`src/rtl/i2c_pkg.sv`:
```
// i2c_pkg: shared FSM state codes, quarter-phase codes and ACK levels for the I2C master.
package i2c_pkg;
  localparam logic [3:0] IDLE     = 4'd0;
  localparam logic [3:0] START    = 4'd1;
  localparam logic [3:0] ADDR     = 4'd2;
  localparam logic [3:0] ADDR_ACK = 4'd3;
  localparam logic [3:0] WR_BYTE  = 4'd4;
  localparam logic [3:0] WR_ACK   = 4'd5;
  localparam logic [3:0] RD_BYTE  = 4'd6;
  localparam logic [3:0] RD_ACK   = 4'd7;
  localparam logic [3:0] STOP     = 4'd8;
  localparam logic [1:0] Q0 = 2'd0;
  localparam logic [1:0] Q1 = 2'd1;
  localparam logic [1:0] Q2 = 2'd2;
  localparam logic [1:0] Q3 = 2'd3;
  localparam logic ACK  = 1'b0;
  localparam logic NACK = 1'b1;
endpackage

```
`src/rtl/i2c_bit_timer.sv`:
```
// i2c_bit_timer: quarter-period divider producing the SCL bit phase and end-of-quarter/bit strobes.
// Define I2C_CLK_STRETCH_EN to hold at Q2 entry while a slave keeps SCL low.
module i2c_bit_timer
  import i2c_pkg::*;
#(
  parameter int CLK_DIV = 8
) (
  input  logic       clk,
  input  logic       rst_n,
  input  logic       run,
  input  logic       scl_s,
  input  logic       scl_oe,
  output logic [1:0] quarter,
  output logic       last_q,
  output logic       bit_end
);
  localparam int CW = $clog2(CLK_DIV);
  logic [CW-1:0] cnt;
  logic hold;
`ifdef I2C_CLK_STRETCH_EN
  assign hold = quarter == Q2 && cnt == '0 && !scl_s && !scl_oe;
`else
  logic unused_stretch;
  assign unused_stretch = scl_s ^ scl_oe;
  assign hold = 1'b0;
`endif
  assign last_q  = cnt == CW'(CLK_DIV - 1);
  assign bit_end = last_q && quarter == Q3;
  always_ff @(posedge clk or negedge rst_n)
    if (!rst_n) begin
      cnt     <= '0;
      quarter <= Q0;
    end else if (!run) begin
      cnt     <= '0;
      quarter <= Q0;
    end else if (!hold) begin
      cnt <= last_q ? '0 : cnt + 1'b1;
      if (last_q) quarter <= quarter + 1'b1;
    end
endmodule

```
`src/rtl/i2c_master_seq.sv`:
```
// i2c_master_seq: single-master I2C sequencer (START, address, data with ACK, STOP) on open-drain enables.
// Define I2C_CLK_STRETCH_EN to honour slave clock stretching.
module i2c_master_seq
  import i2c_pkg::*;
#(
  parameter int CLK_DIV = 8,
  parameter int LEN_W   = 8
) (
  input  logic             clk,
  input  logic             rst_n,
  input  logic             cmd_valid,
  output logic             cmd_ready,
  input  logic [6:0]       cmd_addr,
  input  logic             cmd_rw,
  input  logic [LEN_W-1:0] cmd_len,
  output logic             wr_req,
  input  logic [7:0]       wr_data,
  output logic [7:0]       rd_data,
  output logic             rd_valid,
  output logic             busy,
  output logic             done,
  output logic             nack_err,
  input  logic             SCL_In,
  input  logic             SDA_In,
  output logic             scl_oe,
  output logic             sda_oe
);
  logic [3:0] state;
  logic [1:0] q, sda_sync, scl_sync;
  logic [7:0] sr, rsr;
  logic [2:0] bit_cnt;
  logic [LEN_W-1:0] rem;
  logic rw, samp, wr_ld, last_q, bit_end, sample, byte_end, last;
  logic sda_s;
  assign sda_s     = sda_sync[1];
  assign cmd_ready = state == IDLE;
  assign sample    = q == Q2 && last_q;
  assign byte_end  = bit_cnt == 3'd7;
  assign last      = rem == LEN_W'(1);
  i2c_bit_timer #(.CLK_DIV(CLK_DIV)) u_timer (
    .clk     (clk),
    .rst_n   (rst_n),
    .run     (state != IDLE),
    .scl_s   (scl_sync[1]),
    .scl_oe  (scl_oe),
    .quarter (q),
    .last_q  (last_q),
    .bit_end (bit_end)
  );
  always_ff @(posedge clk or negedge rst_n)
    if (!rst_n) begin
      sda_sync <= 2'b11;
      scl_sync <= 2'b11;
    end else begin
      sda_sync <= {sda_sync[0], SDA_In};
      scl_sync <= {scl_sync[0], SCL_In};
    end
  assign scl_oe = (state == IDLE || state == START) ? 1'b0 :
                  state == STOP ? q == Q0 : (q == Q0 || q == Q1);
  // The first write bit is driven straight from wr_data while the shift register loads.
  always_comb begin
    sda_oe = 1'b0;
    case (state)
      START:   sda_oe = q == Q2 || q == Q3;
      ADDR:    sda_oe = ~sr[7];
      WR_BYTE: sda_oe = wr_req ? 1'b0 : ~(wr_ld ? wr_data[7] : sr[7]);
      RD_ACK:  sda_oe = ~(last ? NACK : ACK);
      STOP:    sda_oe = q != Q3;
      default: sda_oe = 1'b0;
    endcase
  end
  always_ff @(posedge clk or negedge rst_n)
    if (!rst_n) begin
      state    <= IDLE;
      sr       <= '0;
      rsr      <= '0;
      rem      <= '0;
      rw       <= 1'b0;
      bit_cnt  <= '0;
      samp     <= 1'b0;
      wr_req   <= 1'b0;
      wr_ld    <= 1'b0;
      rd_valid <= 1'b0;
      rd_data  <= '0;
      busy     <= 1'b0;
      done     <= 1'b0;
      nack_err <= 1'b0;
    end else begin
      wr_req   <= 1'b0;
      rd_valid <= 1'b0;
      done     <= 1'b0;
      wr_ld    <= wr_req;
      if (sample) samp <= sda_s;
      if (bit_end && (state == ADDR || state == WR_BYTE || state == RD_BYTE)) bit_cnt <= bit_cnt + 1'b1;
      case (state)
        IDLE: if (cmd_valid) begin
          state    <= START;
          sr       <= {cmd_addr, cmd_rw};
          rw       <= cmd_rw;
          rem      <= cmd_len;
          bit_cnt  <= '0;
          busy     <= 1'b1;
          nack_err <= 1'b0;
        end
        START: if (bit_end) state <= ADDR;
        ADDR: if (bit_end) begin
          sr <= {sr[6:0], 1'b0};
          if (byte_end) state <= ADDR_ACK;
        end
        ADDR_ACK: if (bit_end) begin
          if (samp == NACK) begin
            nack_err <= 1'b1;
            state    <= STOP;
          end else if (rem == '0) begin
            state <= STOP;
          end else begin
            state  <= rw ? RD_BYTE : WR_BYTE;
            wr_req <= !rw;
          end
        end
        WR_BYTE: if (wr_ld) begin
          sr <= wr_data;
        end else if (bit_end) begin
          sr <= {sr[6:0], 1'b0};
          if (byte_end) state <= WR_ACK;
        end
        WR_ACK: if (bit_end) begin
          if (samp == NACK) begin
            nack_err <= 1'b1;
            state    <= STOP;
          end else begin
            rem    <= rem - 1'b1;
            state  <= last ? STOP : WR_BYTE;
            wr_req <= !last;
          end
        end
        RD_BYTE: begin
          if (sample) rsr <= {rsr[6:0], sda_s};
          if (bit_end && byte_end) begin
            state    <= RD_ACK;
            rd_valid <= 1'b1;
            rd_data  <= rsr;
          end
        end
        RD_ACK: if (bit_end) begin
          rem   <= rem - 1'b1;
          state <= last ? STOP : RD_BYTE;
        end
        STOP: if (bit_end) begin
          state <= IDLE;
          busy  <= 1'b0;
          done  <= 1'b1;
        end
        default: state <= IDLE;
      endcase
    end
endmodule

```
`config.mk`:
```
export PLATFORM = sky130hd
export DESIGN_NAME = i2c_master_seq
export DESIGN_NICKNAME = d
export VERILOG_FILES = /design/src/rtl/i2c_pkg.sv /design/src/rtl/i2c_bit_timer.sv /design/src/rtl/i2c_master_seq.sv
export SDC_FILE = /design/constraint.sdc
export NUM_CORES = 1
export LEC_CHECK = 0
export BUFFER_PORTS_ARGS = -buffer_cell sky130_fd_sc_hd__buf_2
export CORE_MARGIN = 3
export CORE_UTILIZATION = 40
export CTS_CLUSTER_DIAMETER = 40
export DETAILED_ROUTE_END_ITERATION = 10
export PLACE_DENSITY = 0.56
export REMOVE_ABC_BUFFERS = 1
export SLEW_MARGIN = 20
export SYNTH_ARGS = -nofsm -noshare
export SYNTH_HDL_FRONTEND = slang
export SYNTH_HIERARCHICAL = 1
export SYNTH_SLANG_ARGS = --single-unit
```
`constraint.sdc`:
```
create_clock -name clk -period 2.32 [get_ports clk]
set_input_delay 0.232 -clock clk [delete_from_list [all_inputs] [get_ports clk]]
set_output_delay 0.232 -clock clk [all_outputs]
set_load 0.005 [all_outputs]
```
# Yosys cells after proc, flatten, opt, wreduce, memory -nomap -nowiden
# Cells that the tools add are included.
# Widths: inputs -> output; s select.
[totals] ff_bits=54 in_bits=29 out_inout_bits=16 wordCells=141
[op_classes] add_sub_neg=4 eq_ne=31 n_mux=58 bitwise_logic=3 reduce_logical=28
[op_table] op="$mux 4" n=17
[op_table] op="$mux 8" n=7
[op_table] op="$pmux 8 s3" n=2
[op_table] op="$pmux 4 s9" n=1
[op_table] op="$ne 2x2->1 const B" n=14
[op_table] op="$mux 1" n=19
[op_table] op="$eq 4x3->1 const B" n=4
[op_table] op="$mux 3" n=5
[op_table] op="$reduce_and 12->1" n=1
[op_table] op="$eq 4x2->1 const B" n=2
[op_table] op="$eq 8x1->1 const B" n=1
[op_table] op="$logic_not 8->1" n=1
[op_table] op="$reduce_and 2->1" n=4
[op_table] op="$sub 8x1->8 const B" n=1
[op_table] op="$add 3x1->3 const B" n=2
[op_table] op="$eq 3x3->1 const B" n=2
[op_table] op="$mux 2" n=3
[op_table] op="$ne 2x1->1 const B" n=3
[op_table] op="$pmux 1 s2" n=3
[op_table] op="$reduce_bool 3->1" n=2
[op_table] op="$logic_or 1x1->1" n=5
[op_table] op="$pmux 1 s5" n=1
[op_table] op="$reduce_and 5->1" n=1
[op_table] op="$eq 2x2->1 const B" n=2
[op_table] op="14 further kinds" n=21

# Longest topological paths before layout
# Gate-level depths: netlist (run 1).
[logic_depth] depth_word=7 depth_mapped=8

# Hierarchy
# Netlist (run 1), hierarchy kept.
[modules_own_cells] module="i2c_master_seq" n_inst=1 cells_each=246 area_each_um2=2717.6 seq_area_each_um2=1281.2
[modules_own_cells] module="i2c_bit_timer" n_inst=1 cells_each=16 area_each_um2=221.5 seq_area_each_um2=125.1

# Least setup slack after synthesis (run 1)
# Ideal clock, no wire load.
[synth_timing] kind="register to register" startpoint="reg u_timer.cnt[0]" endpoint="reg rem[1]" arrival_ns=1.949 required_time_ns=2.195 slack_ns=0.246 path_stages_with_launch=9 period_less_slack_ns=2.074 path_cell_list="dfrtp_1 ha_1 ha_1 and2_2 clkbuf_1 and3_1 a21oi_4 nor2_1 mux2_2"
[synth_via] elab_chain_len=4 elab_cells_between_ends=5 cone_classes="3 x eq/ne; 2 x reduce/logical"
[synth_rtl] element="start: declaration" line="i2c_bit_timer.sv:18" source="logic [CW-1:0] cnt;"
[synth_rtl] element="start signal: assignment" line="i2c_bit_timer.sv:37" source="cnt <= last_q ? '0 : cnt + 1'b1;"
[synth_rtl] element="$eq 3x3->1 *" line="i2c_bit_timer.sv:27" source="assign last_q = cnt == CW'(CLK_DIV - 1);"
[synth_rtl] element="via last_q" line="i2c_master_seq.sv:33" source="logic rw, samp, wr_ld, last_q, bit_end, sample, byte_end, last;"
[synth_rtl] element="$logic_and 1x1->1 *" line="i2c_bit_timer.sv:28" source="assign bit_end = last_q && quarter == Q3;"
[synth_rtl] element="via bit_end" line="i2c_master_seq.sv:33"
[synth_rtl] element="$ne 2x2->1 (no source line)"
[synth_rtl] element="$reduce_and 5->1 (no source line) *"
[synth_rtl] element="end signal: assignment" line="i2c_master_seq.sv:100" source="rem <= cmd_len;"
[synth_rtl] element="end signal: assignment" line="i2c_master_seq.sv:132" source="rem <= rem - 1'b1;"
[synth_rtl] element="end signal: assignment" line="i2c_master_seq.sv:146" source="rem <= rem - 1'b1;"
[synth_rtl] element="end: declaration" line="i2c_master_seq.sv:32" source="logic [LEN_W-1:0] rem;"
# The timed path passes the listed nets; every way through them passes the cells marked *.
# A chain may end at the register's enable or synchronous reset.

# Worst setup path in the final report (run 1)
[layout_timing] startpoint="reg state[3]" endpoint="out sda_oe"
[layout_via] elab_chain_len=2 elab_cells_between_ends=6 cone_classes="5 x eq/ne; 1 x mux"
[layout_rtl] element="start: declaration" line="i2c_master_seq.sv:28" source="logic [3:0] state;"
[layout_rtl] element="start signal: assignment" line="i2c_master_seq.sv:117" source="state <= rw ? RD_BYTE : WR_BYTE;"
[layout_rtl] element="start signal: assignment" line="i2c_master_seq.sv:133" source="state <= last ? STOP : WR_BYTE;"
[layout_rtl] element="start signal: assignment" line="i2c_master_seq.sv:147" source="state <= last ? STOP : RD_BYTE;"
[layout_rtl] element="$eq 4x4->1 (tied with other cells)" line="i2c_master_seq.sv:63" source="case (state)"
[layout_rtl] element="$pmux 1 s5 *" line="i2c_master_seq.sv:63"
[layout_rtl] element="end: declaration" line="i2c_master_seq.sv:26" source="output logic sda_oe"
# Mark *: on every way between the ends. The rest lies on a longest branch, timed or not.

==> results of run 1 <==
## area by class of cell
cell class / count / share of cell area, %
multi-input combinational: 184 / 42.5
timing repair buffer: 58 / 9.86
clock buffer: 5 / 2.04
tap: 96 / 3.56
inverter: 9 / 1.00
clock inverter: 3 / 0.853
sequential: 54 / 40.2
## layer usage
metal,vias up,track usage (%)
met2,55,24.3
met5,-,0
met4,0,4.40
met1,1087,22.6
li1,1091,-
met3,5,3.65
## state kept, by name, indices dropped and copies added, names as in the netlist, 2 cells and up
register	flops
rd_data	8
rem	8
rsr	8
sr	8
state	4
bit_cnt	3
u_timer/cnt	3
sda_sync	2
u_timer/quarter	2
## path summary, 6_finish.rpt
path                                     to  slack (ns)  cells after the start
worst max-delay path                 sda_oe        0.16                      5
worst min-delay path                     rw        0.16                      2
worst max register to register       rem[1]        0.23                      7
worst min register to register  sda_sync[1]        0.36                      0
max in group asynchronous       sda_sync[0]        1.20                      3
min in group asynchronous             sr[2]        0.42                      2
## metrics by stage
step                      instances  power, mW  hold WS [ns]  worst slack, ns  utilization (%)
after floorplan                 247       1.00       -0.0636            0.344                -
after global placement          399       1.06         0.257            0.267             47.0
after detailed placement        399       1.06         0.271            0.248             47.0
after CTS                       409       1.65         0.146           0.0371             48.7
after global routing            409       1.69         0.149           0.0256             48.9
final                           409       1.61         0.161            0.157             48.9
## repair_timing
action	CTS	global route
endpoints found under the hold margin	22	0
hold buffers	2	0
setup endpoints to repair	0	1
buffers inserted	0	0
resized for setup	0	4
## worst max-delay path: cells and delay by family, from the launching register on
family,cells,cell delay [ns]
AOI/OAI and AO/OA,3,0.64
and+or+nand+nor,1,0.24
buffers and inverters,1,0.13
DFF,1,0.61
## cells in the final DEF, fill, tap and decap left out, types with 3 or more instances in the layout
cell and n:
sky130_fd_sc_hd__ha_1 8, sky130_fd_sc_hd__dfrtp_2 3, sky130_fd_sc_hd__nor2b_1 5, sky130_fd_sc_hd__o2bb2ai_1 9, sky130_fd_sc_hd__nor3_1 5, sky130_fd_sc_hd__nand2_1 10
sky130_fd_sc_hd__o22ai_1 4, sky130_fd_sc_hd__a21oi_1 8, sky130_fd_sc_hd__nand3_1 7, sky130_fd_sc_hd__o21ai_0 7, sky130_fd_sc_hd__clkbuf_8 5, sky130_fd_sc_hd__nor4_1 4
sky130_fd_sc_hd__buf_2 43, sky130_fd_sc_hd__nor3b_1 5, sky130_fd_sc_hd__dfrtp_1 49, sky130_fd_sc_hd__nor2_1 18, sky130_fd_sc_hd__mux2i_1 5, sky130_fd_sc_hd__mux2_2 17
sky130_fd_sc_hd__a22oi_1 5, sky130_fd_sc_hd__and2_1 6, sky130_fd_sc_hd__nand2b_1 3, sky130_fd_sc_hd__buf_4 13, sky130_fd_sc_hd__o31ai_1 3, sky130_fd_sc_hd__a222oi_1 7
sky130_fd_sc_hd__inv_1 8
## power groups by stage
stage,registers [mW],clock network (mW),logic [mW]
after detailed placement,0.975,0,0.0848
after floorplan,0.973,0,0.0315
after global routing,0.958,0.638,0.0979
after global placement,0.975,0,0.0834
final,0.957,0.571,0.0852
after CTS,0.957,0.603,0.0872
==> summary.log, run 1 <==
[routing] Detail Route met3 WL 308 um
[routing] Detailed Route WL 6230 um
[synthesis] post-synthesis average cell area 11.1 um^2
[pwr] Net Sw Power 0.397 mW
[routing] wire per inst 15.2 um
[worst_hold_path] Worst Hold Launch cmd_rw
[final_layout] fraction of layout instances using a drive strength above 1 31.6%
[job] number of max-cap violations 0
[synthesis] warning count from the yosys run 6
[floorplanning] Vert. Die Dim 91.0 um
[floorplanning] IO Count 45
[pwr] net switching fraction of the power 24.6%
[clock_network] CTS tree done
[global_route] via count of the first global-routing pass 2224
[final_layout] final cell area excluding filler cells 3370 um^2
[worst_setup_path] startpoint types flip-flop
[timing] worst clock skew 0.0103 ns
[floorplanning] Row Count 30
[clock_network] TritonCTS Sinks 54
[clock_network] clock network latency to the later pin of the worst-skew pair 0.32 ns
[worst_hold_path] Hold WC Path Type in -> reg
[routing] remaining number of nets flagged by the antenna check after routing 0
[timing] Final Setup Violations 0
[floorplanning] area inside the core boundary 6910 um^2
[final_layout] final-stage net count 349
[timing] fmax 462 MHz
[global_route] global-route wire length before repair 10800 um
[worst_setup_path] Crit Reg-Reg Startpoint u_timer/cnt[0]
[floorplanning] DIE AREA 8270 um^2
[global_route] remaining global-route overflow 0
[global_route] largest net degree at the start of global routing 25
[clock_network] root buffer cell sky130_fd_sc_hd__clkbuf_8
[routing] vias 2238
[pwr] Power Internal 1.22 mW
[final_layout] antenna diode count 0
[clock_network] CTS max path bufs 2
[routing] routed vias/inst 5.47
[routing] first-pass iteration count of the detailed router 7
[pwr] Pleak 1.59 nW
[clock_network] Inserted Clock Buffers 5
[routing] detailed-route DRC error count 0
[worst_setup_path] type of the worst setup path reg -> out
[timing] total negative slack for setup checks 0 ns
[final_layout] register area 1360 um^2
[floorplanning] Horiz. Die Dim 91.0 um
[pwr] peak supply drop 0.249 mV
[global_route] global-route usage over all layers 15.9%
[clock_network] H-tree levels 2
[routing] routed length on met2 2860 um
[routing] iteration-0 DRC count of the detailed router 166
[worst_setup_path] Critical Path AT 1.93 ns
[pwr] clock network power share 35.4%
[final_layout] number of filler instances in the final layout 660
[place] cell area reported after detailed placement 3250 um^2
[pwr] combinational group share of total power 5.3%
[worst_setup_path] biggest cell delay along the critical path 0.61 ns
[run_status] status finished clean
[clock_network] clock transition at the registers of the reported paths 0.11 ns
[worst_setup_path] Crit. End Element output pin
[synthesis] area of the mapped netlist 2890 um^2
[timing] min cycle time layout 2.16 ns
[timing] unrepaired setup endpoints after global routing no
[worst_setup_path] worst-path fanout max 16
[timing] Slew Limit Headroom 60.3%
[routing] metal1 wirelength 3000 um
[global_route] number of antenna violations at the first check in global routing 0
[place] DP HPWL 4540 um
[final_layout] area used by multi-input combinational logic 1430 um^2
[worst_setup_path] Critical-path top delay cell sky130_fd_sc_hd__dfrtp_1
[worst_setup_path] launching element of the worst setup path state[3]
[timing] final hold viol count 0
[final_layout] area grow syn2layout 16.9%
[routing] uppermost signal routing layer after detailed routing met4
[timing] post-route fraction of the period consumed by the critical path 93.3%
[timing] Worst Max-Slew Pin Slew 0.595 ns
[worst_setup_path] Cell Chain, Critical Path nor2b_1 -> a22oi_1 -> o22ai_1 -> a211o_1 -> buf_2
[synthesis] number of standard cells after synthesis 260
[timing] fin. max-slew vios 0
[pwr] pwr/cell area 478 nW/um^2
[pwr] Reg power frac 59.3%
[worst_setup_path] required time of the worst setup path 2.09 ns
[place] count of buffers from port buffering 43
[floorplanning] initial cell density of the core 41.8%
[place] routability cong. 0.804
(Power assumes the default switching activity.)
==> run 2, diff against run 1 <==
--- a/constraint.sdc
+++ b/constraint.sdc
@@ -3,2 +3,2 @@
 set_output_delay 0.232 -clock clk [all_outputs]
-set_load 0.005 [all_outputs]
+set_load 0.05 [all_outputs]
==> run 2 against run 1 <==
Compared with the run above: clock power grew 18%; worst setup slack got worse by 0.036 ns; worst hold slack lost 0.00059 ns; first-iteration DRC count up 10%; register-to-register slack improved by 0.08 ns; die area stayed put; clock skew is 0.0056 ns lower; non-clock buffer count up 1; sequential power hardly changed; power grew 6.6%; critical path type unchanged; highest routed layer unchanged.
==> summary.log, run 2 (synthesis gave the netlist of run 1 again) <==
[timing] final hold viol count 0 [unchanged]
[clock_network] clock network latency to the later pin of the worst-skew pair 0.31 ns [about the same]
[global_route] global-route wire length before repair 10700 um [-0.70%]
[floorplanning] initial cell density of the core 41.8% [unchanged]
[routing] wire per inst 15.5 um [+2.0%]
[routing] detailed-route DRC error count 0 [unchanged]
[worst_setup_path] Crit. End Element output pin
[clock_network] TritonCTS Sinks 54 [unchanged]
[place] count of buffers from port buffering 43 [unchanged]
[pwr] Pleak 1.60 nW [+0.63%]
[routing] iteration-0 DRC count of the detailed router 183 [+10%]
[final_layout] final-stage net count 350 [+0.29%]
[clock_network] H-tree levels 2 [unchanged]
[global_route] via count of the first global-routing pass 2171 [-2.4%]
[floorplanning] IO Count 45 [unchanged]
[routing] routed length on met2 2930 um [+2.3%]
[worst_setup_path] type of the worst setup path reg -> out
[routing] remaining number of nets flagged by the antenna check after routing 0 [unchanged]
[final_layout] area used by multi-input combinational logic 1440 um^2 [+0.61%]
[worst_setup_path] required time of the worst setup path 2.09 ns [about the same]
[timing] worst path setup slack after routing 0.121 ns [-0.0359 ns]
[worst_setup_path] biggest cell delay along the critical path 0.43 ns [-0.18 ns]
[clock_network] CTS tree done
[run_status] status finished clean
[final_layout] antenna diode count 0 [unchanged]
[routing] Detailed Route WL 6370 um [+2.3%]
[timing] Final Setup Violations 0 [unchanged]
[final_layout] number of filler instances in the final layout 668 [+1.2%]
[global_route] number of antenna violations at the first check in global routing 0 [unchanged]
[routing] routed vias/inst 5.47 [about the same]
[floorplanning] Vert. Die Dim 91.0 um [unchanged]
[clock_network] clock transition at the registers of the reported paths 0.11 ns [about the same]
[worst_setup_path] setup slack, reg-to-reg 0.31 ns [+0.08 ns]
[clock_network] root buffer cell sky130_fd_sc_hd__clkbuf_8
[final_layout] area grow syn2layout 18.2%
[global_route] largest net degree at the start of global routing 34 [+36%]
[floorplanning] DIE AREA 8270 um^2 [unchanged]
[timing] unrepaired setup endpoints after global routing no
[clock_network] CTS max path bufs 2 [unchanged]
[timing] fmax 455 MHz [-1.6%]
[timing] min cycle time layout 2.20 ns [+0.0359 ns]
[timing] post-route fraction of the period consumed by the critical path 94.8% [+1.5 points]
[worst_setup_path] worst-path fanout max 4 [-12]
[pwr] peak supply drop 0.290 mV [+17%]
[routing] Detail Route met3 WL 290 um [-5.8%]
[final_layout] most common cell after layout, fill and taps aside sky130_fd_sc_hd__dfrtp_1
[place] DP HPWL 4500 um [-0.94%]
[global_route] remaining global-route overflow 0 [unchanged]
[place] routability cong. 0.841 [+4.6%]
[place] worst setup slack before clock tree synthesis 0.317 ns [+0.0685 ns]
[final_layout] register area 1360 um^2 [about the same]
[timing] worst clock skew 0.00473 ns [-0.00559 ns]
[floorplanning] Row Count 30 [unchanged]
[worst_setup_path] Cell Chain, Critical Path inv_1 -> ha_1 -> nor4b_4 -> nand2_1 -> nor3b_1 -> a211o_1 -> buf_2
[worst_setup_path] Critical-path top delay cell sky130_fd_sc_hd__dfrtp_1
[pwr] pwr/cell area 504 nW/um^2 [+5.4%]
[worst_setup_path] sum of buffers and inverters on the critical path 2 [+1]
[global_route] global-route usage over all layers 15.8% [-0.082 points]
[routing] vias 2242 [+0.18%]
[timing] fin. max-slew vios 0 [unchanged]
[final_layout] fraction of layout instances using a drive strength above 1 32.2% [+0.54 points]
[worst_setup_path] startpoint types flip-flop
[worst_setup_path] Critical Path AT 1.97 ns [+0.04 ns]
[routing] metal1 wirelength 3090 um [+3.1%]
[routing] uppermost signal routing layer after detailed routing met4
[floorplanning] Horiz. Die Dim 91.0 um [unchanged]
[worst_setup_path] CP top delay family simple AND/OR/NAND/NOR gates
[job] number of max-cap violations 0 [unchanged]
[final_layout] Final Util 49.4% [+0.54 points]
[worst_hold_path] Hold WC Path Type in -> reg
[floorplanning] area inside the core boundary 6910 um^2 [unchanged]
[timing] Slew Limit Headroom 51.6% [-8.8 points]
[routing] first-pass iteration count of the detailed router 5 [-2]
[final_layout] top library cells by usage in the layout, fill and taps aside sky130_fd_sc_hd__dfrtp_1, sky130_fd_sc_hd__buf_2, sky130_fd_sc_hd__nor2_1
[timing] Worst Max-Slew Pin Slew 0.727 ns [+0.131 ns]
[clock_network] Inserted Clock Buffers 5 [unchanged]
==> run 2: path summary, 6_finish.rpt <==
kind / end / from / depth (start not counted)
setup / recovery: sda_oe / rem[1] / 7
hold / removal: rw / cmd_rw / 2
setup reg to reg: rem[1] / u_timer/cnt[0] / 7
hold reg to reg: sda_sync[1] / sda_sync[0] / 0
max in group asynchronous: state[2] / rst_n / 3
min in group asynchronous: sr[3] / rst_n / 2
==> run 2: metrics by stage <==
| stage | std cells | area [um^2] | power (mW) | TNS [ns] | hold slack (ns) |
|---|---|---|---|---|---|
| 2_1_floorplan | 247 | 2810 | 1.00 | -0.182 | -0.0636 |
| 3_3_place_gp | 400 | 3250 | 1.06 | 0 | 0.337 |
| 3_5_place_dp | 400 | 3250 | 1.06 | 0 | 0.338 |
| 6_report | 410 | 3410 | 1.72 | 0 | 0.160 |
| 4_1_cts | 410 | 3400 | 1.74 | 0 | 0.152 |
| 5_1_grt | 410 | 3410 | 1.79 | 0 | 0.145 |
==> run 2: layer usage <==
metal | vias to the layer above | GRT usage (%)
met1 | 1099 | 22.2
met3 | 6 | 3.73
met5 | - | 0
met4 | 0 | 4.65
li1 | 1087 | -
met2 | 50 | 24.3
==> run 2: cell type report <==
class                   instances  area share, %
inverters                       9          0.990
clock inverters                 3           1.43
repair buffers                 59           9.97
flip-flops and latches         54           39.8
clock buffers                   5           2.02
multi-input cells             184           42.2
well taps                      96           3.52
==> run 2: where the power goes <==
part,internal (mW),switching (mW),leakage [nW]
clock network,0.330,0.345,0.0563
registers,0.949,0.00817,0.706
logic,0.0415,0.0453,0.838
total,1.32,0.399,1.60
==> run 2: repair_timing <==
| item | in CTS | in global routing |
|---|---|---|
| endpoints found under the setup margin | 1 | 1 |
| hold buffers | 2 | 0 |
| hold endpoints to repair | 23 | 0 |
| buffers inserted | 0 | 0 |
| gates resized for setup | 1 | 5 |
